`src/rtl/ahb_pkg.sv`:
```
// ---------------------------------------------------------------------------
// ahb_pkg
// Shared AHB-Lite definitions for the response multiplexer slice:
//   - HTRANS encodings (IDLE, BUSY, NONSEQ, SEQ)
//   - HRESP encodings (OKAY, ERROR)
//   - default-subordinate FSM state enum
//   - data-phase owner enum
//   - helper that classifies an HTRANS value as a real transfer
// ---------------------------------------------------------------------------
package ahb_pkg;

  localparam logic [1:0] HTRANS_IDLE   = 2'b00;
  localparam logic [1:0] HTRANS_BUSY   = 2'b01;
  localparam logic [1:0] HTRANS_NONSEQ = 2'b10;
  localparam logic [1:0] HTRANS_SEQ    = 2'b11;

  localparam logic [1:0] HRESP_OKAY  = 2'b00;
  localparam logic [1:0] HRESP_ERROR = 2'b01;

  typedef enum logic [1:0] {
    DS_IDLE = 2'b00,
    DS_ERR1 = 2'b01,
    DS_ERR2 = 2'b10
  } ds_state_e;

  typedef enum logic [1:0] {
    OWN_NONE    = 2'b00,
    OWN_SUB     = 2'b01,
    OWN_DEFAULT = 2'b10
  } owner_e;

  // NONSEQ and SEQ carry a transfer that must be answered; IDLE and BUSY do not.
  function automatic logic is_active_trans(input logic [1:0] trans);
    logic active;
    case (trans)
      HTRANS_NONSEQ, HTRANS_SEQ: active = 1'b1;
      HTRANS_IDLE, HTRANS_BUSY:  active = 1'b0;
      default:                   active = 1'b0;
    endcase
    return active;
  endfunction

endpackage

```
`src/rtl/ahb_default_sub.sv`:
```
// ---------------------------------------------------------------------------
// ahb_default_sub
// Built-in default subordinate. Answers a decode error with the two-cycle
// AHB ERROR response (ERR1: HREADY=0, ERR2: HREADY=1, both HRESP=ERROR).
// Ports:
//   HCLK, HRESETn : clock, asynchronous active-low reset
//   accept        : address phase accepted this edge (muxed HREADY)
//   hit           : the address phase on the bus is a decode error
//   hready, hresp : data-phase response while this block owns the phase
//   dec_err       : high for exactly the ERR1 cycle
// ---------------------------------------------------------------------------
module ahb_default_sub
  import ahb_pkg::*;
(
  input  logic       HCLK,
  input  logic       HRESETn,
  input  logic       accept,
  input  logic       hit,
  output logic       hready,
  output logic [1:0] hresp,
  output logic       dec_err
);

  ds_state_e state_r;
  ds_state_e state_nxt_s;

  // Next-state logic for the two-cycle error response.
  always_comb begin
    state_nxt_s = state_r;
    case (state_r)
      DS_IDLE: begin
        if (accept && hit) begin
          state_nxt_s = DS_ERR1;
        end else begin
          state_nxt_s = DS_IDLE;
        end
      end
      // ERR1 holds HREADY low, so nothing is accepted here.
      DS_ERR1: state_nxt_s = DS_ERR2;
      DS_ERR2: begin
        if (accept) begin
          if (hit) begin
            state_nxt_s = DS_ERR1;
          end else begin
            state_nxt_s = DS_IDLE;
          end
        end else begin
          state_nxt_s = DS_ERR2;
        end
      end
      default: state_nxt_s = DS_IDLE;
    endcase
  end

  // State register.
  always_ff @(posedge HCLK or negedge HRESETn) begin
    if (!HRESETn) begin
      state_r <= DS_IDLE;
    end else begin
      state_r <= state_nxt_s;
    end
  end

  // Response outputs decoded from the state register only (no input paths).
  always_comb begin
    hready  = 1'b1;
    hresp   = HRESP_OKAY;
    dec_err = 1'b0;
    case (state_r)
      DS_IDLE: begin
        hready  = 1'b1;
        hresp   = HRESP_OKAY;
        dec_err = 1'b0;
      end
      DS_ERR1: begin
        hready  = 1'b0;
        hresp   = HRESP_ERROR;
        dec_err = 1'b1;
      end
      DS_ERR2: begin
        hready  = 1'b1;
        hresp   = HRESP_ERROR;
        dec_err = 1'b0;
      end
      default: begin
        hready  = 1'b1;
        hresp   = HRESP_OKAY;
        dec_err = 1'b0;
      end
    endcase
  end

endmodule

```
`src/rtl/ahb_resp_mux_n.sv`:
```
// ---------------------------------------------------------------------------
// ahb_resp_mux_n
// AHB-Lite data-phase response multiplexer for N subordinates. Registers the
// data-phase owner on each accepted address phase and routes that owner's
// HRDATA/HRESP/HREADYOUT to the manager. Unmapped or multiply-selected real
// transfers go to the built-in default subordinate; a saturating counter
// tracks how many decode errors occurred.
// Ports:
//   HCLK, HRESETn  : clock, asynchronous active-low reset
//   HSEL[N]        : address-phase select vector from the decoder
//   HTRANS[2]      : address-phase transfer type
//   HREADYOUT_S[N] : per-subordinate ready
//   HRESP_S[2N]    : per-subordinate response, bits [2i+1:2i]
//   HRDATA_S[N*DW] : per-subordinate read data, slice i
//   HRDATA, HRESP, HREADY : muxed response to the manager
//   dec_err        : one-cycle pulse during ERR1
//   dec_err_cnt    : saturating decode-error count
// ---------------------------------------------------------------------------
module ahb_resp_mux_n
  import ahb_pkg::*;
#(
  parameter int DATA_WIDTH         = 32,
  parameter int NO_OF_SUBORDINATES = 4,
  parameter int ERR_CNT_WIDTH      = 8
) (
  input  logic                                     HCLK,
  input  logic                                     HRESETn,
  input  logic [NO_OF_SUBORDINATES-1:0]            HSEL,
  input  logic [1:0]                               HTRANS,
  input  logic [NO_OF_SUBORDINATES-1:0]            HREADYOUT_S,
  input  logic [2*NO_OF_SUBORDINATES-1:0]          HRESP_S,
  input  logic [NO_OF_SUBORDINATES*DATA_WIDTH-1:0] HRDATA_S,
  output logic [DATA_WIDTH-1:0]                    HRDATA,
  output logic [1:0]                               HRESP,
  output logic                                     HREADY,
  output logic                                     dec_err,
  output logic [ERR_CNT_WIDTH-1:0]                 dec_err_cnt
);

  localparam int N     = NO_OF_SUBORDINATES;
  localparam int SEL_W = (N > 1) ? $clog2(N) : 1;

  logic [4:0]            hot_cnt_s;
  logic [SEL_W-1:0]      hot_idx_s;
  logic                  onehot_s;
  logic                  decode_err_s;

  owner_e                owner_r;
  logic [SEL_W-1:0]      data_sel_r;
  logic [ERR_CNT_WIDTH-1:0] err_cnt_r;

  logic                  def_hready_s;
  logic [1:0]            def_hresp_s;
  logic                  def_dec_err_s;

  logic [DATA_WIDTH-1:0] hrdata_s;
  logic [1:0]            hresp_s;
  logic                  hready_s;

  // Count selected bits and remember the selected index for the one-hot case.
  always_comb begin
    hot_cnt_s = 5'd0;
    hot_idx_s = '0;
    for (int i = 0; i < N; i++) begin
      hot_cnt_s = hot_cnt_s + 5'(HSEL[i]);
      if (HSEL[i]) begin
        hot_idx_s = SEL_W'(i);
      end else begin
        hot_idx_s = hot_idx_s;
      end
    end
  end

  assign onehot_s     = (hot_cnt_s == 5'd1);
  assign decode_err_s = !onehot_s && is_active_trans(HTRANS);

  // Data-phase owner register; only updates on an accepted address phase,
  // so HSEL/HTRANS wiggles during wait states are ignored.
  always_ff @(posedge HCLK or negedge HRESETn) begin
    if (!HRESETn) begin
      owner_r    <= OWN_NONE;
      data_sel_r <= '0;
    end else if (hready_s) begin
      if (onehot_s) begin
        owner_r    <= OWN_SUB;
        data_sel_r <= hot_idx_s;
      end else if (decode_err_s) begin
        owner_r    <= OWN_DEFAULT;
      end else begin
        owner_r    <= OWN_NONE;
      end
    end
  end

  // Saturating decode-error counter, bumped on the edge that enters ERR1.
  always_ff @(posedge HCLK or negedge HRESETn) begin
    if (!HRESETn) begin
      err_cnt_r <= '0;
    end else if (hready_s && decode_err_s && !(&err_cnt_r)) begin
      err_cnt_r <= err_cnt_r + ERR_CNT_WIDTH'(1);
    end
  end

  ahb_default_sub u_default_sub (
    .HCLK    (HCLK),
    .HRESETn (HRESETn),
    .accept  (hready_s),
    .hit     (decode_err_s),
    .hready  (def_hready_s),
    .hresp   (def_hresp_s),
    .dec_err (def_dec_err_s)
  );

  // Response mux. HREADY depends only on the owner register and the owner's
  // ready, so using it as the accept strobe creates no combinational loop.
  always_comb begin
    hrdata_s = '0;
    hresp_s  = HRESP_OKAY;
    hready_s = 1'b1;
    case (owner_r)
      OWN_SUB: begin
        for (int i = 0; i < N; i++) begin
          if (data_sel_r == SEL_W'(i)) begin
            hrdata_s = HRDATA_S[i*DATA_WIDTH +: DATA_WIDTH];
            hresp_s  = HRESP_S[2*i +: 2];
            hready_s = HREADYOUT_S[i];
          end else begin
            hrdata_s = hrdata_s;
          end
        end
      end
      OWN_DEFAULT: begin
        hrdata_s = '0;
        hresp_s  = def_hresp_s;
        hready_s = def_hready_s;
      end
      OWN_NONE: begin
        hrdata_s = '0;
        hresp_s  = HRESP_OKAY;
        hready_s = 1'b1;
      end
      default: begin
        hrdata_s = '0;
        hresp_s  = HRESP_OKAY;
        hready_s = 1'b1;
      end
    endcase
  end

  assign HRDATA      = hrdata_s;
  assign HRESP       = hresp_s;
  assign HREADY      = hready_s;
  assign dec_err     = def_dec_err_s;
  assign dec_err_cnt = err_cnt_r;

endmodule

```
`config.mk`:
```
export PLATFORM = sky130hd
export DESIGN_NAME = ahb_resp_mux_n
export DESIGN_NICKNAME = d
export VERILOG_FILES = /design/src/rtl/ahb_pkg.sv /design/src/rtl/ahb_default_sub.sv /design/src/rtl/ahb_resp_mux_n.sv
export SDC_FILE = /design/constraint.sdc
export NUM_CORES = 1
export LEC_CHECK = 0
export ABC_AREA = 0
export CAP_MARGIN = 30
export CORE_UTILIZATION = 30
export CTS_CLUSTER_DIAMETER = 200
export DETAILED_ROUTE_END_ITERATION = 16
export PLACE_DENSITY = 0.89
export SYNTH_ARGS = -nofsm -noshare
export SYNTH_HDL_FRONTEND = slang
export SYNTH_SLANG_ARGS = --single-unit
```
`constraint.sdc`:
```
create_clock -name HCLK -period 2.6 [get_ports HCLK]
set_clock_uncertainty 0.15 [all_clocks]
set_input_delay 0.52 -clock HCLK [delete_from_list [all_inputs] [get_ports HCLK]]
set_output_delay 0.52 -clock HCLK [all_outputs]
set_load 0.005 [all_outputs]
```
Word-level counts from Yosys, hierarchy flattened --
Index checks and enable logic that the tools add are counted.
Word-level totals: flip-flop bits (word level) 14, logic and storage cells 60
Operators by class: add/subtract/negate cells 4, equality and inequality tests 11, mux-type cells 28, reductions and logical operators 13
Operators with widths (count):
- 2-to-1 mux 32 bit | 5
- 2-to-1 mux 2 bit | 9
- equality test 2 bit, second input constant | 6
- 2-to-1 mux 1 bit | 10
- adder 8 x 1 -> 8 bit, second input constant | 1
- equality test 2 x 1 -> 1 bit, second input constant | 4
- AND reduction 8 bit | 1
- zero test 2 bit | 3
- one-hot mux 2 bit (3 select lines) | 1
- OR reduction 2 bit | 3
- adder 3 x 1 -> 4 bit | 1
- equality test 4 x 1 -> 1 bit, second input constant | 1
- one-hot mux 1 bit (2 select lines) | 2
- one-hot mux 2 bit (2 select lines) | 1
- adder 2 x 1 -> 3 bit | 1
- logical AND 1 bit | 3
- adder 1 x 1 -> 2 bit | 1
- zero test 1 bit | 2
- AND reduction 2 bit | 1

Depth between registers and ports, before layout --
Gate-level depths: netlist of the first run.
depth in word-level cells 9, depth in mapped cells 10, mapped depth without buffers 10

Hierarchy --
From an unflattened synthesis of the first run, not the netlist that was laid out.
Unflattened totals: cells, all modules 163, area total of the unflattened synthesis 1894.3 µm²
By module, submodules not included:
- ahb_resp_mux_n | times used 1, cells each 148, area each 1747.9 µm², sequential area each 300.3 µm²
- ahb_default_sub | times used 1, cells each 15, area each 146.4 µm², sequential area each 50.0 µm²

Least setup slack after synthesis of the first run --
No wires, ideal clock.
path kind input port to flip-flop, from in HSEL[0], to reg err_cnt_r[6] (netlist: dec_err_cnt[6]), setup time 0.128 ns, arrival time 2.421 ns, path slack -0.099 ns, stages on the path 9, buffers on the path 0, cells stage by stage inv_1 -> fa_1 -> inv_1 -> ha_1 -> ha_1 -> nor3b_2 -> nand2b_1 -> nor3_2 -> mux2_1
Between the ends: longest elaborated chain between the ends 8
RTL lines:
- start: declaration | line ahb_resp_mux_n.sv:28 | input logic [NO_OF_SUBORDINATES-1:0] HSEL,
- adder 1 x 1 -> 2 bit | line ahb_resp_mux_n.sv:65 | hot_cnt_s = hot_cnt_s + 5'(HSEL[i]);
- adder 2 x 1 -> 3 bit | line ahb_resp_mux_n.sv:65
- adder 3 x 1 -> 4 bit | line ahb_resp_mux_n.sv:65
- equality test 4 x 1 -> 1 bit | line ahb_resp_mux_n.sv:74 | assign onehot_s = (hot_cnt_s == 5'd1);
- zero test 1 bit | line ahb_resp_mux_n.sv:75 | assign decode_err_s = !onehot_s && is_active_trans(HTRANS);
- logical AND 1 bit | line ahb_resp_mux_n.sv:75
- logical AND 1 bit (2 in series) | line ahb_resp_mux_n.sv:99 | end else if (hready_s && decode_err_s && !(&err_cnt_r)) begin
- end signal: assignment | line ahb_resp_mux_n.sv:100 | err_cnt_r <= err_cnt_r + ERR_CNT_WIDTH'(1);
- end: declaration | line ahb_resp_mux_n.sv:50 | logic [ERR_CNT_WIDTH-1:0] err_cnt_r;
Every way passes these cells. A chain may end at the register's enable or synchronous reset.

Worst setup path in the final report of the first run --
from in HRDATA_S[124], to out HRDATA[28]
Between the ends: longest elaborated chain between the ends 2
RTL lines:
- start: declaration | line ahb_resp_mux_n.sv:32 | input logic [NO_OF_SUBORDINATES*DATA_WIDTH-1:0] HRDATA_S,
- 2-to-1 mux 32 bit | line ahb_resp_mux_n.sv:123 | if (data_sel_r == SEL_W'(i)) begin
- 2-to-1 mux 32 bit | line ahb_resp_mux_n.sv:120 | case (owner_r)
- end: declaration | line ahb_resp_mux_n.sv:33 | output logic [DATA_WIDTH-1:0] HRDATA,
Every way passes these cells.

==> reports/qor.txt, run 1 <==
vias in the first global route -> 2308
Total GRT Usage -> 0.232
ant diodes -> 0
DRT Pass-1 Iters -> 4
FP Rows -> 28
Die H -> 82.5 um
most frequent cell on the critical path -> clkdlybuf4s50_1
placed cell areas -> 4070 um^2
CP max-delay cell -> mux4_2
Setup crit end kind -> output pin
most frequent cells in the layout -> clkdlybuf4s50_1, mux4_2, and2_1
leakage power -> 1.85 nW
RSZ-0062 raised after global routing -> true
post-layout net count -> 533
Distinct cells, synth -> 41
period utilization -> 1.02
routed len/inst -> 19.1 um
drt drc -> 0
Max-Cap Viols -> 0
Final setup viols -> 2
Worst Hold Slack -> 368 ps
Avg Inst Size Synth -> 11.6 um^2
share of layout cells above drive strength 1 -> 0.241
most common cell after layout, fill and taps aside -> clkdlybuf4s50_1
Layout Area Growth over Synthesis -> 118%
placed cells -> 437
VDD IR max -> 0.572 mV
crit path launch type -> input port
root buffer cell -> clkbuf_8
initial antenna violation count -> 0
worst skew pair latency -> 250 ps
failing checks -> setup timing
Max Clk Rate -> 376 MHz
Syn Inst Count -> 168
top_reg_cell synth -> dfrtp_1
hpwl dp -> 7.13 mm
Max Buffers Root-to-Sink -> 2
Final Instance Count excl. Fillers -> 449
Crit path required time -> 1930 ps
DRT iter0 DRCs -> 75
core area -> 6100 um^2
IO Port Bufs -> 190
Fin. Hold Viols -> 0
crit path buf inv count -> 2
HP Class -> reg -> reg
first-pass GRT wire length -> 11.6 mm
CTS tree -> done
GR Overflow Total -> 0
Fill cells -> 457
Reg clk slew, reported paths -> 60 ps
Final WS setup -> -57.2 ps
post-synthesis sequential area ratio -> 0.180
crit-path cells -> clkdlybuf4s50_1, mux4_2, and2_1, clkdlybuf4s50_1
critical path class -> in -> out
flops & latches, synth -> 14
Mapped Area -> 1940 um^2
CTS buffer count -> 3
Final Cell Area -> 4230 um^2
Worst Max-Slew Pin Slew -> 609 ps
Initial Util -> 0.319
Boundary Pins -> 192
Final Slew Violations -> 0
vias per cell -> 5.05
CTS H-Tree Depth -> 1
Rel. slew slack -> 0.593
GPL Wtd Cong -> 0.744
clock sinks -> 14
WL final -> 8.57 mm
die width -> 82.5 um
Crit path max-delay family -> buffers and inverters
post-route ant nets -> 0
largest net degree at the start of global routing -> 25
Syn. warnings -> 0
PD cells -> 718 nW/um^2
clock period minus worst slack -> 2660 ps
Vias -> 2266
asr flop ratio synth -> 1.00
total power -> 0.00304 W
number of synthesized flops with an enable pin -> 0
crit path max fanout -> 1
die area -> 6800 um^2
worst endpoint data arrival time -> 1990 ps
status -> finished with violations
hold buffers post-CTS -> 0
Synth Net Count -> 326
max incr delay on CP -> 450 ps
final cells by class:
| type | instances | area, um^2 | area share |
|---|---|---|---|
| Sequential cell | 14 | 352 | 0.0831 |
| Timing Repair Buffer | 213 | 2110 | 0.499 |
| Inverter | 13 | 51.3 | 0.0121 |
| Tap cell | 75 | 93.8 | 0.0222 |
| Clock buffer | 4 | 55.1 | 0.0130 |
| Multi-Input combinational cell | 130 | 1570 | 0.371 |
logic make-up after synthesis:
logic type / Yosys count / share of synthesized area
compound gates: 13 / 0.0444
xor+xnor: 5 / 0.0225
fa+ha+maj: 10 / 0.0683
buf+inv: 24 / 0.0579
flops: 14 / 0.180
mux: 41 / 0.435
simple gates: 61 / 0.192
path summary, 6_finish.rpt:
check,end,slack [ps],startpoint,depth (start not counted)
worst max-delay path,HRDATA[28],-60,HRDATA_S[124],4
worst min-delay path,dec_err_cnt[5],370,dec_err_cnt[5],1
worst max register to register,dec_err_cnt[6],490,data_sel_r[0],8
worst min register to register,dec_err_cnt[5],370,dec_err_cnt[5],1
max in group asynchronous,data_sel_r[0],1360,HRESETn,1
min in group asynchronous,dec_err_cnt[7],500,HRESETn,1
state kept, by name, summed over array words and instances, names as in the netlist:
signal                 flops
data_sel_r                 2
u_default_sub.state_r      2
owner_r                    2
dec_err_cnt                8
repair_timing:
item | CTS | global route
endpoints found under the hold margin | 0 | 0
pin swaps | 7 | 7
endpoints found under the setup margin | 46 | 26
gates resized for setup | 48 | 23
setup buffers | 8 | 1
layer usage:
metal,vias to the layer above,global-route usage,share of wire
li1,1044,-,-
met1,1064,0.219,0.31
met2,121,0.440,0.55
met3,37,0.0615,0.090
met4,0,0.140,0.045
met5,-,0,0
power by group:
part           switching [W]  total [W]  internal, W
registers           0.000129   0.000449     0.000320
logic               0.000883    0.00238      0.00149
clock network      0.0000780   0.000212     0.000134
per-stage QoR:
stage | setup TNS, ps | util | setup WS [ps]
detailed placement | -8230 | 0.668 | -587
finish | -102 | 0.694 | -57.2
global route | -264 | 0.694 | -108
CTS | -262 | 0.690 | -81.6
global placement | -6190 | 0.668 | -466
floorplan | 0 | - | 27.1
cell usage after synthesis, drive strengths merged (2+ instances only):
library cell / count / area share
a21oi: 2 / 0.0052
and2: 32 / 0.10
buf: 8 / 0.026
clkbuf: 3 / 0.0058
dfrtp: 14 / 0.18
ha: 9 / 0.058
inv: 13 / 0.026
mux2: 5 / 0.031
mux2i: 3 / 0.015
mux4: 33 / 0.39
nand2: 7 / 0.015
nand2b: 3 / 0.0097
nand3: 3 / 0.0077
nor2: 7 / 0.017
nor3: 3 / 0.015
o21ai: 5 / 0.015
o22ai: 2 / 0.0097
xor2: 4 / 0.018
No activity file was read; power rests on OpenSTA's default activity.
==> run 2: changes to the inputs <==
Clock period 2.6 ns to 3 ns, I/O delays scaled along.
==> run 2 against run 1 <==
Effect of this change: the run now ends clean; worst hold slack worse by 23 ps; combinational power down 19%; final cell count down 1.6%; sequential power down 13%; utilization down 1.4 points; flip-flop and latch count unchanged; count of clock-buffer cells in the layout unchanged; clock power down 11%; die area unchanged; non-clock buffer count down 7; power down 18%.
==> reports/qor.txt, run 2 (synthesized netlist as in run 1, its figures left out) <==
CTS tree -> done
Setup TNS -> 0 ps
critical path class -> in -> out
Total GRT Usage -> 0.219
clock period minus worst slack -> 2890 ps
core area -> 6100 um^2
PD cells -> 605 nW/um^2
max incr delay on CP -> 480 ps
R2R depth -> 8
GR Overflow Total -> 0
critical path depth -> 5
HP Class -> reg -> reg
period utilization -> 0.965
Die H -> 82.5 um
drt drc -> 0
worst endpoint data arrival time -> 2140 ps
Rel. slew slack -> 0.589
IO Port Bufs -> 190
Max Clk Rate -> 345 MHz
Setup crit end kind -> output pin
crit path launch type -> input port
worst hold path depth -> 1
crit path max fanout -> 1
crit-path cells -> clkdlybuf4s50_1, mux4_2, a22oi_1, nor2_1, clkdlybuf4s50_1
Final Slew Violations -> 0
Max Buffers Root-to-Sink -> 2
ant diodes -> 0
post-route ant nets -> 0
FP Rows -> 28
Boundary Pins -> 192
worst skew pair latency -> 250 ps
Fin. Hold Viols -> 0
vias per cell -> 5.01
VDD IR max -> 0.458 mV
most common cell after layout, fill and taps aside -> clkdlybuf4s50_1
post-layout net count -> 526
first-pass GRT wire length -> 11.0 mm
initial antenna violation count -> 0
share of layout cells above drive strength 1 -> 0.199
leakage power -> 1.67 nW
Crit path required time -> 2250 ps
vias in the first global route -> 2256
Final Instance Count excl. Fillers -> 442
largest net degree at the start of global routing -> 24
Final setup viols -> 0
hold buffers post-CTS -> 0
die area -> 6800 um^2
Worst Max-Slew Pin Slew -> 615 ps
status -> finished, final reports clean
Layout Area Growth over Synthesis -> 113%
Vias -> 2215
total power -> 0.00251 W
most frequent cells in the layout -> clkdlybuf4s50_1, and2_1, mux4_2
hpwl dp -> 6.62 mm
routed len/inst -> 18.1 um
Setup WS pre-CTS -> -259 ps
WL final -> 8.01 mm
die width -> 82.5 um
DRT Pass-1 Iters -> 4
CTS buffer count -> 3
placed cells -> 435
CTS H-Tree Depth -> 1
final core utilization -> 0.679
clock sinks -> 14
CP max-delay cell -> mux4_2
GPL Wtd Cong -> 0.827
Crit path max-delay family -> buffers and inverters
Initial Util -> 0.319
RSZ-0062 raised after global routing -> false
max reg flops -> 8
Final WS setup -> 105 ps
Max-Cap Viols -> 0
DRT iter0 DRCs -> 57
crit path buf inv count -> 2
most frequent cell on the critical path -> clkdlybuf4s50_1
root buffer cell -> clkbuf_8
Reg clk slew, reported paths -> 60 ps
-- run 2: cell count changes in the layout (fill, tap and decap cells not counted), sizes merged --
cell	change
clkdlybuf4s15	-4
dlymetal6s2s	-1
dlygate4sd2	-26
clkbuf	-3
clkdlybuf4s50	+34
buf	-7
-- run 2: final timing paths --
kind / startpoint / to / slack (ps)
worst max-delay path: HRESP_S[6] / HRESP[0] / 110
worst min-delay path: dec_err_cnt[5] / dec_err_cnt[5] / 350
worst max register to register: owner_r[1] / dec_err_cnt[7] / 910
worst min register to register: dec_err_cnt[5] / dec_err_cnt[5] / 350
max in group asynchronous: HRESETn / data_sel_r[0] / 1680
min in group asynchronous: HRESETn / dec_err_cnt[6] / 580
-- run 2: area by class of cell --
cell class	count	area, um^2
sequential	14	352
clock buffer	4	55.1
fill	474	1950
multi-input combinational	130	1530
timing repair buffer	206	2060
tap	75	93.8
inverter	13	51.3
-- run 2: timing repair --
item | CTS | global route
endpoints found under the setup margin | 5 | 12
gates resized for setup | 2 | 16
pin swaps | 1 | 5
setup buffers | 0 | 3
-- run 2: where the power goes --
| group | switching [W] | internal [W] | leakage [nW] | total, W |
|---|---|---|---|---|
| clock | 0.0000715 | 0.000116 | 0.0288 | 0.000188 |
| combinational | 0.000706 | 0.00122 | 1.47 | 0.00193 |
| sequential | 0.000113 | 0.000277 | 0.172 | 0.000390 |
| total | 0.000891 | 0.00161 | 1.67 | 0.00251 |
-- run 2: stage by stage --
step,hold WS (ps),instance area [um^2]
after floorplan,154,1940
after global placement,337,3990
after detailed placement,339,3990
after CTS,347,4060
after global routing,371,4140
final,345,4140
-- run 2: layer usage --
metal  routed length, um  global-route usage  up-vias
met5                   0                   0        -
met4                 255               0.102        0
met3                 670              0.0451       25
met2                4380               0.418       99
met1                2700               0.227     1064
li1                    -                   -     1027
-- run 2: worst reg2reg max path, stage by stage (launching register included) --
cell and delay, ps:
dfrtp_1 390, inv_1 60, ha_1 250, nand2b_1 100
o22ai_2 270, nor2_4 60, buf_4 160, nor3_2 180
mux2_1 340
==> run 3: changes to the inputs <==
Settings changed: SLEW_MARGIN set to 20.
==> results of run 3 <==
The final DEF is identical to that of run 2; final timing and power are the same.
